### config.mk
export PLATFORM = sky130hd
export DESIGN_NAME = fetch_sequencer
export DESIGN_NICKNAME = d
export VERILOG_FILES = /design/src/rtl/riscv_pkg.sv /design/src/rtl/fetch_counter.sv /design/src/rtl/fetch_sequencer.sv
export SDC_FILE = /design/constraint.sdc
export NUM_CORES = 1
export LEC_CHECK = 0
export ABC_AREA = 1
export CAP_MARGIN = 20
export CORE_UTILIZATION = 40
export DETAILED_ROUTE_END_ITERATION = 7
export GPL_ROUTABILITY_DRIVEN = 0
export HOLD_SLACK_MARGIN = 0.05
export PLACE_DENSITY = 0.68
export SYNTH_ARGS = -nofsm -noshare
export SYNTH_HDL_FRONTEND = slang
export SYNTH_SLANG_ARGS = --single-unit
export TNS_END_PERCENT = 30
### constraint.sdc
create_clock -name clk_i -period 2.21 [get_ports clk_i]
set_clock_uncertainty 0.1 [all_clocks]
set_input_delay 0.3315 -clock clk_i [delete_from_list [all_inputs] [get_ports clk_i]]
set_output_delay 0.3315 -clock clk_i [all_outputs]
set_load 0.01 [all_outputs]
### src/rtl/riscv_pkg.sv
// Shared fetch-side types and constants.
package riscv_pkg;

  localparam int unsigned XLEN_DEFAULT = 32;
  localparam int unsigned INSTR_W      = 32;
  localparam int unsigned CNT_W        = 32;
  localparam int unsigned INSTR_BYTES  = 4;
  localparam logic [XLEN_DEFAULT-1:0] RESET_VEC_DEFAULT = 32'h0000_0000;

  typedef enum logic [2:0] {
    ST_BOOT  = 3'd0,
    ST_REQ   = 3'd1,
    ST_WAIT  = 3'd2,
    ST_HOLD  = 3'd3,
    ST_DRAIN = 3'd4,
    ST_HALT  = 3'd5
  } fetch_state_e;

  // A redirect target must be word aligned.
  function automatic logic is_misaligned(input logic [1:0] lo_bits);
    return lo_bits != 2'b00;
  endfunction

endpackage

### src/rtl/fetch_counter.sv
// Free-running event counter: synchronous clear, enable, silent wrap.
module fetch_counter
  import riscv_pkg::*;
#(
  parameter int unsigned WIDTH = CNT_W
) (
  input  logic             i_clk,
  input  logic             i_rst,
  input  logic             i_en,
  output logic [WIDTH-1:0] o_count
);

  logic [WIDTH-1:0] r_count;

  // Count one per enabled cycle, wrapping at the top.
  always_ff @(posedge i_clk) begin
    if (i_rst) begin
      r_count <= '0;
    end else if (i_en) begin
      r_count <= r_count + WIDTH'(1);
    end
  end

  assign o_count = r_count;

endmodule

### src/rtl/fetch_sequencer.sv
// Instruction-fetch controller: owns the PC, runs the imem handshake,
// holds one instruction for decode and squashes wrong-path fetches.
module fetch_sequencer
  import riscv_pkg::*;
#(
  parameter int unsigned     XLEN      = XLEN_DEFAULT,
  parameter logic [XLEN-1:0] RESET_VEC = XLEN'(RESET_VEC_DEFAULT)
) (
  input  logic               clk_i,
  input  logic               rst_i,
  output logic               imem_req_o,
  output logic [XLEN-1:0]    imem_addr_o,
  input  logic               imem_gnt_i,
  input  logic               imem_rvalid_i,
  input  logic [INSTR_W-1:0] imem_rdata_i,
  output logic               instr_valid_o,
  output logic [INSTR_W-1:0] instr_o,
  output logic [XLEN-1:0]    instr_pc_o,
  input  logic               instr_ready_i,
  input  logic               redirect_i,
  input  logic [XLEN-1:0]    redirect_pc_i,
  output logic               exc_misaligned_o,
  output logic [CNT_W-1:0]   fetch_count_o,
  output logic [CNT_W-1:0]   flush_count_o
);

  fetch_state_e       r_state;
  fetch_state_e       w_next_state;
  logic [XLEN-1:0]    r_pc;
  logic [XLEN-1:0]    w_pc_next;
  logic [INSTR_W-1:0] r_instr;
  logic [XLEN-1:0]    r_instr_pc;
  logic               r_exc;
  logic               w_exc_next;
  logic               w_latch;
  logic               w_fetch_inc;
  logic               w_flush_inc;
  logic               w_req;
  logic               w_valid;
  logic [XLEN-1:0]    w_addr;
  logic               w_redir_ok;
  logic               w_redir_bad;

  assign w_redir_bad = redirect_i && is_misaligned(redirect_pc_i[1:0]);
  assign w_redir_ok  = redirect_i && !is_misaligned(redirect_pc_i[1:0]);

  // State, PC, held instruction and exception pulse registers.
  always_ff @(posedge clk_i) begin
    if (rst_i) begin
      r_state    <= ST_BOOT;
      r_pc       <= RESET_VEC;
      r_instr    <= '0;
      r_instr_pc <= '0;
      r_exc      <= 1'b0;
    end else begin
      r_state <= w_next_state;
      r_pc    <= w_pc_next;
      r_exc   <= w_exc_next;
      if (w_latch) begin
        r_instr    <= imem_rdata_i;
        r_instr_pc <= r_pc;
      end
    end
  end

  // Next-state, PC update and handshake outputs; redirects win over normal flow.
  always_comb begin
    w_next_state = r_state;
    w_pc_next    = r_pc;
    w_exc_next   = 1'b0;
    w_latch      = 1'b0;
    w_fetch_inc  = 1'b0;
    w_flush_inc  = 1'b0;
    w_req        = 1'b0;
    w_valid      = 1'b0;
    w_addr       = '0;
    case (r_state)
      ST_BOOT: begin
        w_next_state = ST_REQ;
      end
      ST_REQ: begin
        w_req  = 1'b1;
        w_addr = r_pc;
        if (w_redir_bad) begin
          w_exc_next   = 1'b1;
          w_next_state = ST_HALT;
        end else if (w_redir_ok) begin
          w_pc_next = redirect_pc_i;
          if (imem_gnt_i) begin
            w_flush_inc  = 1'b1;
            w_next_state = ST_DRAIN;
          end
        end else if (imem_gnt_i) begin
          w_next_state = ST_WAIT;
        end
      end
      ST_WAIT: begin
        if (w_redir_bad) begin
          w_exc_next   = 1'b1;
          w_next_state = ST_HALT;
        end else if (w_redir_ok) begin
          w_pc_next    = redirect_pc_i;
          w_flush_inc  = 1'b1;
          w_next_state = imem_rvalid_i ? ST_REQ : ST_DRAIN;
        end else if (imem_rvalid_i) begin
          w_latch      = 1'b1;
          w_next_state = ST_HOLD;
        end
      end
      ST_HOLD: begin
        w_valid = !redirect_i;
        if (w_redir_bad) begin
          w_exc_next   = 1'b1;
          w_next_state = ST_HALT;
        end else if (w_redir_ok) begin
          w_pc_next    = redirect_pc_i;
          w_flush_inc  = 1'b1;
          w_next_state = ST_REQ;
        end else if (instr_ready_i) begin
          w_pc_next    = r_pc + XLEN'(INSTR_BYTES);
          w_fetch_inc  = 1'b1;
          w_next_state = ST_REQ;
        end
      end
      ST_DRAIN: begin
        if (w_redir_bad) begin
          w_exc_next   = 1'b1;
          w_next_state = ST_HALT;
        end else begin
          if (w_redir_ok) begin
            w_pc_next = redirect_pc_i;
          end
          if (imem_rvalid_i) begin
            w_next_state = ST_REQ;
          end
        end
      end
      ST_HALT: begin
        w_next_state = ST_HALT;
      end
      default: begin
        w_next_state = ST_BOOT;
      end
    endcase
  end

  fetch_counter #(.WIDTH(CNT_W)) u_fetch_cnt (
    .i_clk   (clk_i),
    .i_rst   (rst_i),
    .i_en    (w_fetch_inc),
    .o_count (fetch_count_o)
  );

  fetch_counter #(.WIDTH(CNT_W)) u_flush_cnt (
    .i_clk   (clk_i),
    .i_rst   (rst_i),
    .i_en    (w_flush_inc),
    .o_count (flush_count_o)
  );

  assign imem_req_o       = w_req;
  assign imem_addr_o      = w_addr;
  assign instr_valid_o    = w_valid;
  assign instr_o          = r_instr;
  assign instr_pc_o       = r_instr_pc;
  assign exc_misaligned_o = r_exc;

  // A response may only arrive while one can be outstanding.
  a_rvalid_legal : assert property (@(posedge clk_i) disable iff (rst_i)
    imem_rvalid_i |-> ((r_state == ST_WAIT) || (r_state == ST_DRAIN) || (r_state == ST_HALT)));

endmodule

# ---- Word-level counts from Yosys, hierarchy flattened
# Cells that the tools add are included.
dict set report word_totals {
  register_bits 164
  word_cells 75
  in_bits 70
}
dict set report op_classes {
  bitwise 1
  n_addsub 3
  n_reduce_logical 13
  mux 38
  eq_ne 13
}
# cell count
set ops {}
lappend ops {{$mux 32} 6}
lappend ops {{$add 32x1->32 const B} 2}
lappend ops {{$pmux 32 s2} 1}
lappend ops {{$mux 3} 13}
lappend ops {{$add 32x3->32 const B} 1}
lappend ops {{$pmux 3 s6} 1}
lappend ops {{$mux 1} 16}
lappend ops {{$ne 3x3->1 const B} 3}
lappend ops {{$ne 4x4->1 const B} 2}
lappend ops {{$eq 3x2->1 const B} 2}
lappend ops {{$eq 3x3->1 const B} 2}
lappend ops {{$reduce_and 5->1} 1}
lappend ops {{$ne 2x2->1 const B} 2}
lappend ops {{$reduce_and 4->1} 1}
lappend ops {{$reduce_bool 2->1} 2}
lappend ops {{$reduce_or 2->1} 2}
lappend ops {{$reduce_or 4->1} 1}
lappend ops {{$eq 3x1->1 const B} 1}
lappend ops {{$logic_not 3->1} 1}
lappend ops {{$reduce_or 3->1} 1}
lappend ops {{$logic_and 1x1->1} 2}
lappend ops {{$logic_not 1->1} 2}
lappend ops {{$ne 2x1->1 const B} 1}
lappend ops {{$pmux 1 s2} 1}
lappend ops {{$not 1->1} 1}

# ---- Longest topological paths before layout
# Gate-level depths: netlist of run 1.
dict set report depth {
  ltp_word 6
  mapped_depth 12
}

# ---- Cells and area by module
# Synthesis of run 1 repeated with hierarchy kept, for this count alone.
dict set report hier_totals {
  hier_cells 1307
  hier_area_um2 8569.5
}
# mod seq_area_each_um2 cells_each area_each_um2 n_inst
set modules_own_cells {}
lappend modules_own_cells {fetch_sequencer 2001.9 781 4983.5 1}
lappend modules_own_cells {fetch_counter 640.6 263 1793.0 2}

# ---- Worst setup path after synthesis of run 1
# OpenSTA, ideal clock, no wires.
dict set report synth_path {
  path_type {register to register}
  startpoint {reg u_flush_cnt.r_count[0] (netlist: u_flush_cnt.o_count[0])}
  endpoint {reg u_flush_cnt.r_count[26] (netlist: u_flush_cnt.o_count[26])}
  setup_time_ps 128
  path_slack_ps 416
  n_path_buf 0
  required_time_ps 1982
  period_less_slack_ps 1794
  t_arrival_ps 1567
  path_stages_with_launch 11
  path_cell_list {dfxtp_1 > ha_1 > inv_1 > nor2_1 > nand2_1 > inv_1 > nand2_1 > nor2_2 > nand4_1 > nand2_1 > nor2_1}
}
dict set report synth_via {
  elab_chain_len 1
}
# element line_no
set synth_rtl {}
lappend synth_rtl {{start, declared} fetch_counter.sv:13} ;# logic [WIDTH-1:0] r_count;
lappend synth_rtl {{start signal, assigned} fetch_counter.sv:20} ;# r_count <= r_count + WIDTH'(1);
lappend synth_rtl {{$add 32x1->32} fetch_counter.sv:20}
# Every way passes these cells.
# A chain may end at the register's enable or synchronous reset.

# ---- Worst setup path after layout of run 1
dict set report layout_path {
  startpoint {reg r_state[0]}
  endpoint {out imem_addr_o[16]}
}
dict set report layout_via {
  elab_chain_len 2
}
# element line_no
set layout_rtl {}
lappend layout_rtl {{start, declared} fetch_sequencer.sv:27} ;# fetch_state_e r_state;
lappend layout_rtl {{start signal, assigned} fetch_sequencer.sv:56} ;# r_state <= w_next_state;
lappend layout_rtl {{$eq 3x1->1} fetch_sequencer.sv:77} ;# case (r_state)
lappend layout_rtl {{$mux 32} fetch_sequencer.sv:77}
lappend layout_rtl {{end, declared} fetch_sequencer.sv:12} ;# output logic [XLEN-1:0] imem_addr_o,
# Every way passes these cells.

==> results.md, run 1 <==
- Status: finished clean
- Synthesized instance count: 1396
- Startpoint Class: flip-flop
- Synth Area in Simple Gates: 39.1%
- Leak Pwr: 0.00477 µW
- Tightest Pin Transition: 0.670 ns
- Initial core utilization: 40.9%
- Vias in the first global route: 9095
- Yosys cell types: 37
- CTS sink count: 164
- Cell taking the most area after synthesis: dfxtp_1
- Congestion Overflow GR: 0
- Layout Nets: 1714
- XOR/XNOR Fraction of Synth Area: 1.02%
- Crit-path most repeated cell: nor2_2
- First-pass GRT wire length: 44.8 mm
- CTS Buffer Depth: 2
- Die Height: 149 µm
- ANT cells: 0
- Count leader, synth: nand2_1
- Seq/Total Area, Yosys: 38.1%
- Die ar.: 22200 µm²
- Crit-path cells: inv_1 > nor2_2 > nand2_4 > buf_8 > nor2_2 > dlygate4sd2_1
- RSZ-0062 raised after global routing: no
- Post-synthesis sequential element count: 164
- Adder-cell area share of the yosys netlist: 0.435%
- CTS tree: yes
- Placed Cells incl. Taps: 1897
- Largest net degree at the start of global routing: 111
- DR vias: 9671
- Worst skew pair latency: 0.44 ns
- Worst path required time: 1.78 ns
- Fill count: 2053
- Syn Nets: 1469
- Iter 0 DRT Violations: 697
- Fin crit share: 97.2%
- Largest family of logic cells by synthesized area: simple AND/OR/NAND/NOR gates
- PortBufs: 232
- Prevailing post-synth register cell: dfxtp_1
- Num CTS Buffers: 17
- Drt drc: 0
- CP arrival: 1.72 ns
- HP Class: in -> reg
- Complex-gate fraction of the synthesized area: 13.3%
- Peak Freq: 466 MHz
- Total Power: 8520 µW
- Post-synthesis mux area share: 0%
- WL per Instance: 14.4 µm
- Max-slew violations: 0
- Core ar.: 21100 µm²
- DPL Wire Length: 20.1 mm
- Post-synth EDFFs: 0
- Vias per cell: 5.01
- Synth cell count leaders: nand2_1, nor2_1, dfxtp_1, inv_1, o21ai_0
- CTS HTree Levels: 4
- WS Path Type: reg -> out
- Synth async-reset ratio: 0%
- Average size of a mapped cell: 6.18 µm²
- Final core occ: 57.5%
- Worst-path clk slew: 0.08 ns
- Element type at the critical path end: output pin
- Drt first pass iters: 5
- Register-to-register path setup slack: 0.23 ns
- Power density cells: 703 nW/µm²
- Fin. Hold Viols: 0
- Headroom to the max-slew limit: 55.3%
- Tot GR Track Use: 25.3%
- Slowest CP cell: dfxtp_2
- Top cell type's share of synthesized area: 38.1%
- Mapped cell area: 8630 µm²
- Root buffer cell: clkbuf_16
- Endpoints failing setup: 0
- Worst-path maximum fanout: 21
- Num rows: 53
- Tmin final: 2.15 ns
- Peak VDD IR: 0.000805 V
- Synth Warn #: 0
- Routed Antenna Nets: 0
- Share of layout cells above drive strength 1: 6.29%
- Worst path max stage delay: 0.35 ns
- Synth-to-Final Area Change: 40.5%
- Most area-consuming cells after synthesis: dfxtp_1, nand2_1, nor2_1, o21ai_0, a21oi_1
- Antenna violations before repair: 0
- Die Width: 149 µm
- WL final: 27.8 mm
- Non-Filler Instances: 1929
- I/O pin count: 233
- Maxcap violations: 0
## path summary, 6_finish.rpt
kind	cells past startpoint	from	endpoint
setup / recovery	6	r_state[0]$_SDFFE_PP0P_	imem_addr_o[16]
hold / removal	5	rst_i	u_fetch_cnt.o_count[14]$_SDFFE_PP0P_
setup reg to reg	10	r_state[0]$_SDFFE_PP0P_	r_pc[15]$_SDFFE_PP0P_
hold reg to reg	2	r_pc[0]$_SDFFE_PP0P_	r_pc[0]$_SDFFE_PP0P_
## per-stage QoR
step	setup TNS [ns]	area, µm²	hold WS, ns	setup slack [ns]
finish	0	12100	0.315	0.0618
global route	0	12100	0.385	0.00346
CTS	-0.846	12100	0.353	-0.173
detailed placement	-0.113	11500	0.368	-0.0328
global placement	-0.00580	11500	0.364	-0.00434
floorplan	0	8630	0.342	0.416
## sequential cells by signal, indices dropped and copies added (netlist names)
name / cells
r_state: 3
instr_o: 32
r_pc: 32
instr_pc_o: 32
u_fetch_cnt.o_count: 32
exc_misaligned_o: 1
u_flush_cnt.o_count: 32
## final cells by class
class                   instances  area, µm²  area share [%]
multi-input cells            1059       4650            38.4
flip-flops and latches        164       3280            27.1
repair buffers                279       2780            23.0
inverters                     120        450            3.72
clock buffers                  17        425            3.51
well taps                     275        344            2.84
clock inverters                15        180            1.49
## where the power goes
group / switching, µW / internal (µW) / leakage, µW
sequential: 140 / 3120 / 0.00132
combinational: 1250 / 963 / 0.00315
clock: 1510 / 1540 / 0.000292
total: 2900 / 5620 / 0.00477
## worst max-delay path, delay by kind of cell (launching register included)
family | cells | cell delay, ns
buffers and inverters | 3 | 0.54
DFF | 1 | 0.35
and+or+nand+nor | 3 | 0.38
## cell usage in the layout, fill, tap and decap left out, types with 10 or more instances in the layout
master / instances
a21oi_1: 94
buf_12: 10
buf_4: 36
clkbuf_16: 17
clkdlybuf4s50_1: 197
dfxtp_1: 163
dlygate4sd2_1: 25
inv_1: 115
nand2_1: 412
nand3_1: 68
nand3b_1: 16
nand4_1: 11
nor2_1: 277
nor2_2: 11
nor3_1: 12
o21ai_0: 105
## layer usage
| layer | up-vias | track usage [%] | share of wire [%] |
|---|---|---|---|
| met1 | 4380 | 31.4 | 45 |
| met3 | 39 | 6.33 | 7.6 |
| met2 | 327 | 42.9 | 46 |
| li1 | 4925 | - | - |
| met4 | 0 | 8.01 | 2.0 |
| met5 | - | 0 | 0 |
## cells by family after synthesis
kind of cell,Yosys count
DFF,164
buffers and inverters,173
AOI/OAI and AO/OA,223
adders and majority gates,3
and+or+nand+nor,823
xor gates and xnor gates,10
## timing repair
item | 4_1_cts | 5_1_grt
endpoints found under the hold margin | 0 | 0
gates resized for setup | 34 | 9
setup endpoints to repair | 34 | 9
hold buffers | 0 | 0
buffers inserted | 0 | 0
Note: power is estimated with default switching activity, not from simulation.
==> inputs of run 2 (changes only) <==
--- a/config.mk
+++ b/config.mk
@@ -12,6 +12,7 @@
 export GPL_ROUTABILITY_DRIVEN = 0
 export HOLD_SLACK_MARGIN = 0.05
 export PLACE_DENSITY = 0.68
+export SETUP_SLACK_MARGIN = 0.2
 export SYNTH_ARGS = -nofsm -noshare
 export SYNTH_HDL_FRONTEND = slang
 export SYNTH_SLANG_ARGS = --single-unit
==> run 2 against run 1 <==
Compared with the run above: clock-buffer cell count is the same; total power grew 0.82%; fmax grew 4.4%; critical path depth is the same; critical endpoint is now imem_addr_o[29]; clock power is essentially flat.
==> results.md, run 2 (synthesized netlist as in run 1, its figures left out) <==
- Iter 0 DRT Violations: 653 (-6.3%)
- Worst skew pair latency: 0.44 ns (about the same)
- Most frequent cells in the layout: nand2_1, nor2_1, clkdlybuf4s50_1, dfxtp_1, inv_1
- Drt drc: 0 (unchanged)
- Largest net degree at the start of global routing: 111 (unchanged)
- Power density cells: 711 nW/µm² (+1.1%)
- Die ar.: 22200 µm² (unchanged)
- Worst path required time: 1.78 ns (about the same)
- Layout Nets: 1717 (+0.18%)
- Register-to-register path setup slack: 0.25 ns (+0.02 ns)
- Element type at the critical path end: output pin
- CP arrival: 1.63 ns (-0.09 ns)
- ANT cells: 0 (unchanged)
- Fin area: 12100 µm² (-0.30%)
- Most common cell after layout, fill and taps aside: nand2_1
- Endpoints failing setup: 0 (unchanged)
- Tightest Pin Transition: 0.659 ns (-0.0111 ns)
- Non-Filler Instances: 1932 (+0.16%)
- RSZ-0062 raised after global routing: yes
- CTS tree: yes
- WL final: 28.0 mm (+0.90%)
- Crit-path cells: inv_1 > nor2_4 > nand2_4 > buf_12 > nor2_1 > dlygate4sd2_1
- Die Width: 149 µm (unchanged)
- CP endpoint: imem_addr_o[29]
- Fin crit share: 93.1% (-4.1 points)
- Min Hold Slack: 0.311 ns (-0.00448 ns)
- Drt first pass iters: 5 (unchanged)
- Combinational share of power: 26.5% (+0.5 points)
- Core ar.: 21100 µm² (unchanged)
- CTS Buffer Depth: 2 (unchanged)
- Reg2reg start: r_state[0]$_SDFFE_PP0P_
- Leak Pwr: 0.00466 µW (-2.2%)
- Fin. Hold Viols: 0 (unchanged)
- Worst-path clk slew: 0.07 ns (about the same)
- DPL Wire Length: 20.1 mm (unchanged)
- WS Path Type: reg -> out
- Slowest CP cell: dfxtp_2
- Worst path max stage delay: 0.36 ns (about the same)
- Placed Cells incl. Taps: 1897 (unchanged)
- Num rows: 53 (unchanged)
- Die Height: 149 µm (unchanged)
- Routed Antenna Nets: 0 (unchanged)
- DR vias: 9757 (+0.89%)
- Congestion Overflow GR: 0 (unchanged)
- Reg2reg end: r_pc[15]$_SDFFE_PP0P_
- Setup crit start: r_state[0]$_SDFFE_PP0P_
- I/O pin count: 233 (unchanged)
- Worst-path maximum fanout: 21 (unchanged)
- PortBufs: 232 (unchanged)
- Sw Share: 34.1% (+0.087 points)
- Peak VDD IR: 0.000726 V (-9.8%)
- CTS HTree Levels: 4 (unchanged)
- Vias in the first global route: 9101 (+0.066%)
- Net Sw Power: 2930 µW (+1.1%)
- Tot GR Track Use: 25.4% (+0.026 points)
- Final core occ: 57.3% (-0.17 points)
- Initial core utilization: 40.9% (unchanged)
- Vias per cell: 5.05 (+0.73%)
- Antenna violations before repair: 0 (unchanged)
- Max-slew violations: 0 (unchanged)
- Maxcap violations: 0 (unchanged)
- Share of power burned in registers: 38.0% (-0.2 points)
- Tmin final: 2.06 ns (-0.0899 ns)
- Internal power: 5660 µW (+0.68%)
- First-pass GRT wire length: 44.9 mm (+0.17%)
- Share of layout cells above drive strength 1: 8.27% (+2.0 points)
- Clock share of power: 35.5% (-0.3 points)
- Status: finished clean
- Peak Freq: 486 MHz (+4.4%)
- Num CTS Buffers: 17 (unchanged)
- Startpoint Class: flip-flop
- Headroom to the max-slew limit: 56.0% (+0.74 points)
- Worst Reg2Reg Path Length in Cells: 10 (unchanged)
- WL per Instance: 14.5 µm (+0.74%)
- HP Class: in -> reg
- Root buffer cell: clkbuf_16
- Post-CTS Hold Buffers: 0 (unchanged)
- DP Area: 11500 µm² (unchanged)
- CTS sink count: 164 (unchanged)
- Synth-to-Final Area Change: 40.1%
==> run 2: cell types whose count changed in the layout (fill, tap and decap cells not counted), sizes merged <==
cell / delta
dlygate4sd2: -15
buf: +14
clkbuf: +13
dlymetal6s2s: -5
clkdlybuf4s15: -4
==> run 2: repair_timing <==
| item | in CTS | in global routing |
|---|---|---|
| cloned | 0 | 1 |
| gates resized for setup | 69 | 42 |
| setup endpoints to repair | 34 | 68 |
| buffers inserted | 1 | 1 |
| pin swaps | 2 | 1 |
==> run 2: how the worst min path moves through the flow <==
stage,from,to,cells past startpoint
after global routing,imem_rdata_i[18],instr_o[18]$_SDFFE_PP0P_,3
after floorplan,r_pc[0]$_SDFFE_PP0P_,r_pc[0]$_SDFFE_PP0P_,2
final,rst_i,u_fetch_cnt.o_count[14]$_SDFFE_PP0P_,5
after global placement,r_pc[0]$_SDFFE_PP0P_,r_pc[0]$_SDFFE_PP0P_,2
after CTS,redirect_pc_i[10],r_pc[10]$_SDFFE_PP0P_,3
after detailed placement,r_pc[0]$_SDFFE_PP0P_,r_pc[0]$_SDFFE_PP0P_,2
==> run 2: per-stage QoR <==
stage	power, µW	setup WS [ns]	setup TNS [ns]
after floorplan	4480	0.416	0
after global placement	5520	-0.00434	-0.00580
after detailed placement	5540	-0.0328	-0.113
after CTS	8620	0.0786	0
after global routing	9020	0.104	0
final	8590	0.152	0
==> run 2: layer usage <==
layer	wire length, µm	vias to the layer above	track usage [%]
met5	0	-	0
li1	-	4931	-
met3	2240	37	6.24
met1	12200	4424	31.5
met2	13000	365	43.2
met4	525	0	7.65
==> run 2: area by class of cell <==
type / instances / area (µm²)
fill: 2065 / 9000
multi-input combinational: 1059 / 4680
sequential: 164 / 3280
timing repair buffer: 282 / 2720
inverter: 120 / 453
clock buffer: 17 / 425
tap: 275 / 344
clock inverter: 15 / 180
==> run 2: power groups by stage <==
stage               Combinational [µW]  Clock [µW]  Sequential (µW)
finish                            2280        3050             3260
CTS                               2260        3110             3260
floorplan                         1140           0             3340
global placement                  2200           0             3320
detailed placement                2220           0             3320
global route                      2510        3220             3280
==> run 2: worst max-delay path: cells and delay by family, from the launching register on <==
| family | cells | cell delay (ns) |
|---|---|---|
| flip-flops | 1 | 0.36 |
| buffers and inverters | 3 | 0.53 |
| AND/OR/NAND/NOR | 3 | 0.29 |
==> inputs of run 3 (changes only) <==
--- a/config.mk
+++ b/config.mk
@@ -7,11 +7,11 @@
 export LEC_CHECK = 0
 export ABC_AREA = 1
 export CAP_MARGIN = 20
-export CORE_UTILIZATION = 40
+export CORE_UTILIZATION = 43
 export DETAILED_ROUTE_END_ITERATION = 7
 export GPL_ROUTABILITY_DRIVEN = 0
 export HOLD_SLACK_MARGIN = 0.05
-export PLACE_DENSITY = 0.68
+export PLACE_DENSITY = 0.72
 export SETUP_SLACK_MARGIN = 0.2
 export SYNTH_ARGS = -nofsm -noshare
 export SYNTH_HDL_FRONTEND = slang
==> run 3 against run 2 <==
Compared with the run above: clock-buffer cell count increased by 3; first-iteration DRC count increased by 18%; sequential power about the same; critical endpoint is now imem_addr_o[3]; highest routed layer unchanged.
==> results.md, run 3 (synthesized netlist as in run 1, its figures left out) <==
- WS Path Type: reg -> out
- Max-slew violations: 0 (unchanged)
- Worst-path maximum fanout: 12 (-43%)
- CTS sink count: 164 (unchanged)
- Endpoints failing setup: 0 (unchanged)
- Peak VDD IR: 0.000635 V (-13%)
- Non-Filler Instances: 1922 (-0.52%)
- Worst-path clk slew: 0.06 ns (about the same)
- WL final: 27.6 mm (-1.6%)
- Worst path max stage delay: 0.37 ns (about the same)
- Congestion Overflow GR: 0 (unchanged)
- Num CTS Buffers: 17 (unchanged)
- Tot GR Track Use: 26.7% (+1.3 points)
- Tmin final: 2.00 ns (-0.0587 ns)
- Total Power: 8450 µW (-1.7%)
- Root buffer cell: clkbuf_16
- Fin crit share: 90.5% (-2.7 points)
- Headroom to the max-slew limit: 55.3% (-0.78 points)
- CTS Buffer Depth: 2 (unchanged)
- Vias per cell: 5.08 (+0.61%)
- Final core occ: 61.6% (+4.3 points)
- Worst path required time: 1.78 ns (about the same)
- Min Hold Slack: 0.374 ns (+0.0634 ns)
- Largest net degree at the start of global routing: 68 (-39%)
- Drt first pass iters: 5 (unchanged)
- Num rows: 51 (-3.8%)
- Drt drc: 0 (unchanged)
- Most frequent cells in the layout: nand2_1, nor2_1, clkdlybuf4s50_1, dfxtp_1, inv_1
- Setup TNS: 0 ns (unchanged)
- Die Width: 144 µm (-3.5%)
- Hold Crit Depth: 2 (-3)
- Leak Pwr: 0.00465 µW (-0.24%)
- Net Sw Power: 2760 µW (-5.8%)
- Worst skew pair latency: 0.43 ns (about the same)
- Iter 0 DRT Violations: 773 (+18%)
- Startpoint Class: flip-flop
- Routed Antenna Nets: 0 (unchanged)
- PortBufs: 232 (unchanged)
- Clock share of power: 33.8% (-1.7 points)
- Internal power: 5690 µW (+0.48%)
- CP arrival: 1.57 ns (-0.06 ns)
- Die Height: 144 µm (-3.5%)
- Vias in the first global route: 8690 (-4.5%)
- Tightest Pin Transition: 0.671 ns (+0.0116 ns)
- Antenna violations before repair: 0 (unchanged)
- DR vias: 9766 (+0.092%)
- RSZ-0062 raised after global routing: yes
- Placed Cells incl. Taps: 1882 (-0.79%)
- Crit-path cells: nor2_4 > nand2_4 > buf_4 > buf_12 > nor2_1 > buf_2
- Worst Reg2Reg Path Length in Cells: 12 (+2)
- ANT cells: 0 (unchanged)
- I/O pin count: 233 (unchanged)
- Element type at the critical path end: output pin
- CTS HTree Levels: 4 (unchanged)
- Slowest CP cell: dfxtp_4
- Fin. Hold Viols: 0 (unchanged)
- Core ar.: 19600 µm² (-7.1%)
- Share of power burned in registers: 38.9% (+0.9 points)
- WL per Instance: 14.4 µm (-1.1%)
- Peak Freq: 500 MHz (+2.9%)
- Most common cell after layout, fill and taps aside: nand2_1
- Combinational share of power: 27.3% (+0.8 points)
- Layout Nets: 1717 (unchanged)
- Share of layout cells above drive strength 1: 9.17% (+0.91 points)
- Initial core utilization: 44.0% (+3.1 points)
- First-pass GRT wire length: 43.2 mm (-3.7%)
- DPL Wire Length: 19.8 mm (-1.4%)
- CTS tree: yes
- HP Class: reg -> reg
- Status: finished clean
- Maxcap violations: 0 (unchanged)
- Synth-to-Final Area Change: 39.8%
- Die ar.: 20600 µm² (-6.9%)
- Post-CTS Hold Buffers: 0 (unchanged)
- Power density cells: 701 nW/µm² (-1.5%)
- Sw Share: 32.7% (-1.4 points)
==> run 3: per-stage QoR <==
step,setup slack (ns),area [µm²]
finish,0.210,12100
floorplan,0.416,8630
CTS,0.199,11900
global placement,-0.0376,11500
detailed placement,-0.0871,11500
global route,0.135,12100
==> run 3: final cells by class <==
cell class	instances	area (µm²)
Multi-Input combinational cell	1059	4710
Timing Repair Buffer	282	2720
Fill cell	1905	7530
Sequential cell	164	3290
Tap cell	265	332
Clock buffer	20	467
Clock inverter	12	93.8
Inverter	120	453
==> run 3: power by group through the flow <==
| stage | registers (µW) | clock network (µW) | logic (µW) |
|---|---|---|---|
| CTS | 3280 | 2900 | 2230 |
| global placement | 3330 | 0 | 2100 |
| finish | 3290 | 2860 | 2310 |
| global route | 3310 | 3020 | 2510 |
| floorplan | 3340 | 0 | 1140 |
| detailed placement | 3340 | 0 | 2110 |
==> run 3: timing repair <==
action | in CTS | in global routing
resized for setup | 143 | 17
pin swaps | 3 | 2
endpoints found under the hold margin | 0 | 0
setup endpoints to repair | 34 | 56
buffers inserted | 4 | 1
gates cloned | 1 | 2
==> run 3: worst max-delay path: cells and delay by family, from the launching register on <==
kind	cells	cell delay (ns)
buffers and inverters	3	0.44
flip-flops	1	0.37
AND/OR/NAND/NOR	3	0.33
==> run 3: layer usage <==
layer	share of wire, %	track usage (%)	vias up	routed length [µm]
met2	47	43.9	366	12900
met1	43	33.4	4421	11800
met3	8.6	8.00	42	2380
met4	2.0	7.89	0	552
met5	0	0	-	0
li1	-	-	4937	-
==> run 3: path summary, 6_finish.rpt <==
path / from / end / slack [ns]
max: r_state[1]$_SDFFE_PP0P_ / imem_addr_o[3] / 0.21
min: r_pc[0]$_SDFFE_PP0P_ / r_pc[0]$_SDFFE_PP0P_ / 0.37
max reg2reg: r_state[1]$_SDFFE_PP0P_ / r_pc[18]$_SDFFE_PP0P_ / 0.28
min reg2reg: r_pc[0]$_SDFFE_PP0P_ / r_pc[0]$_SDFFE_PP0P_ / 0.37
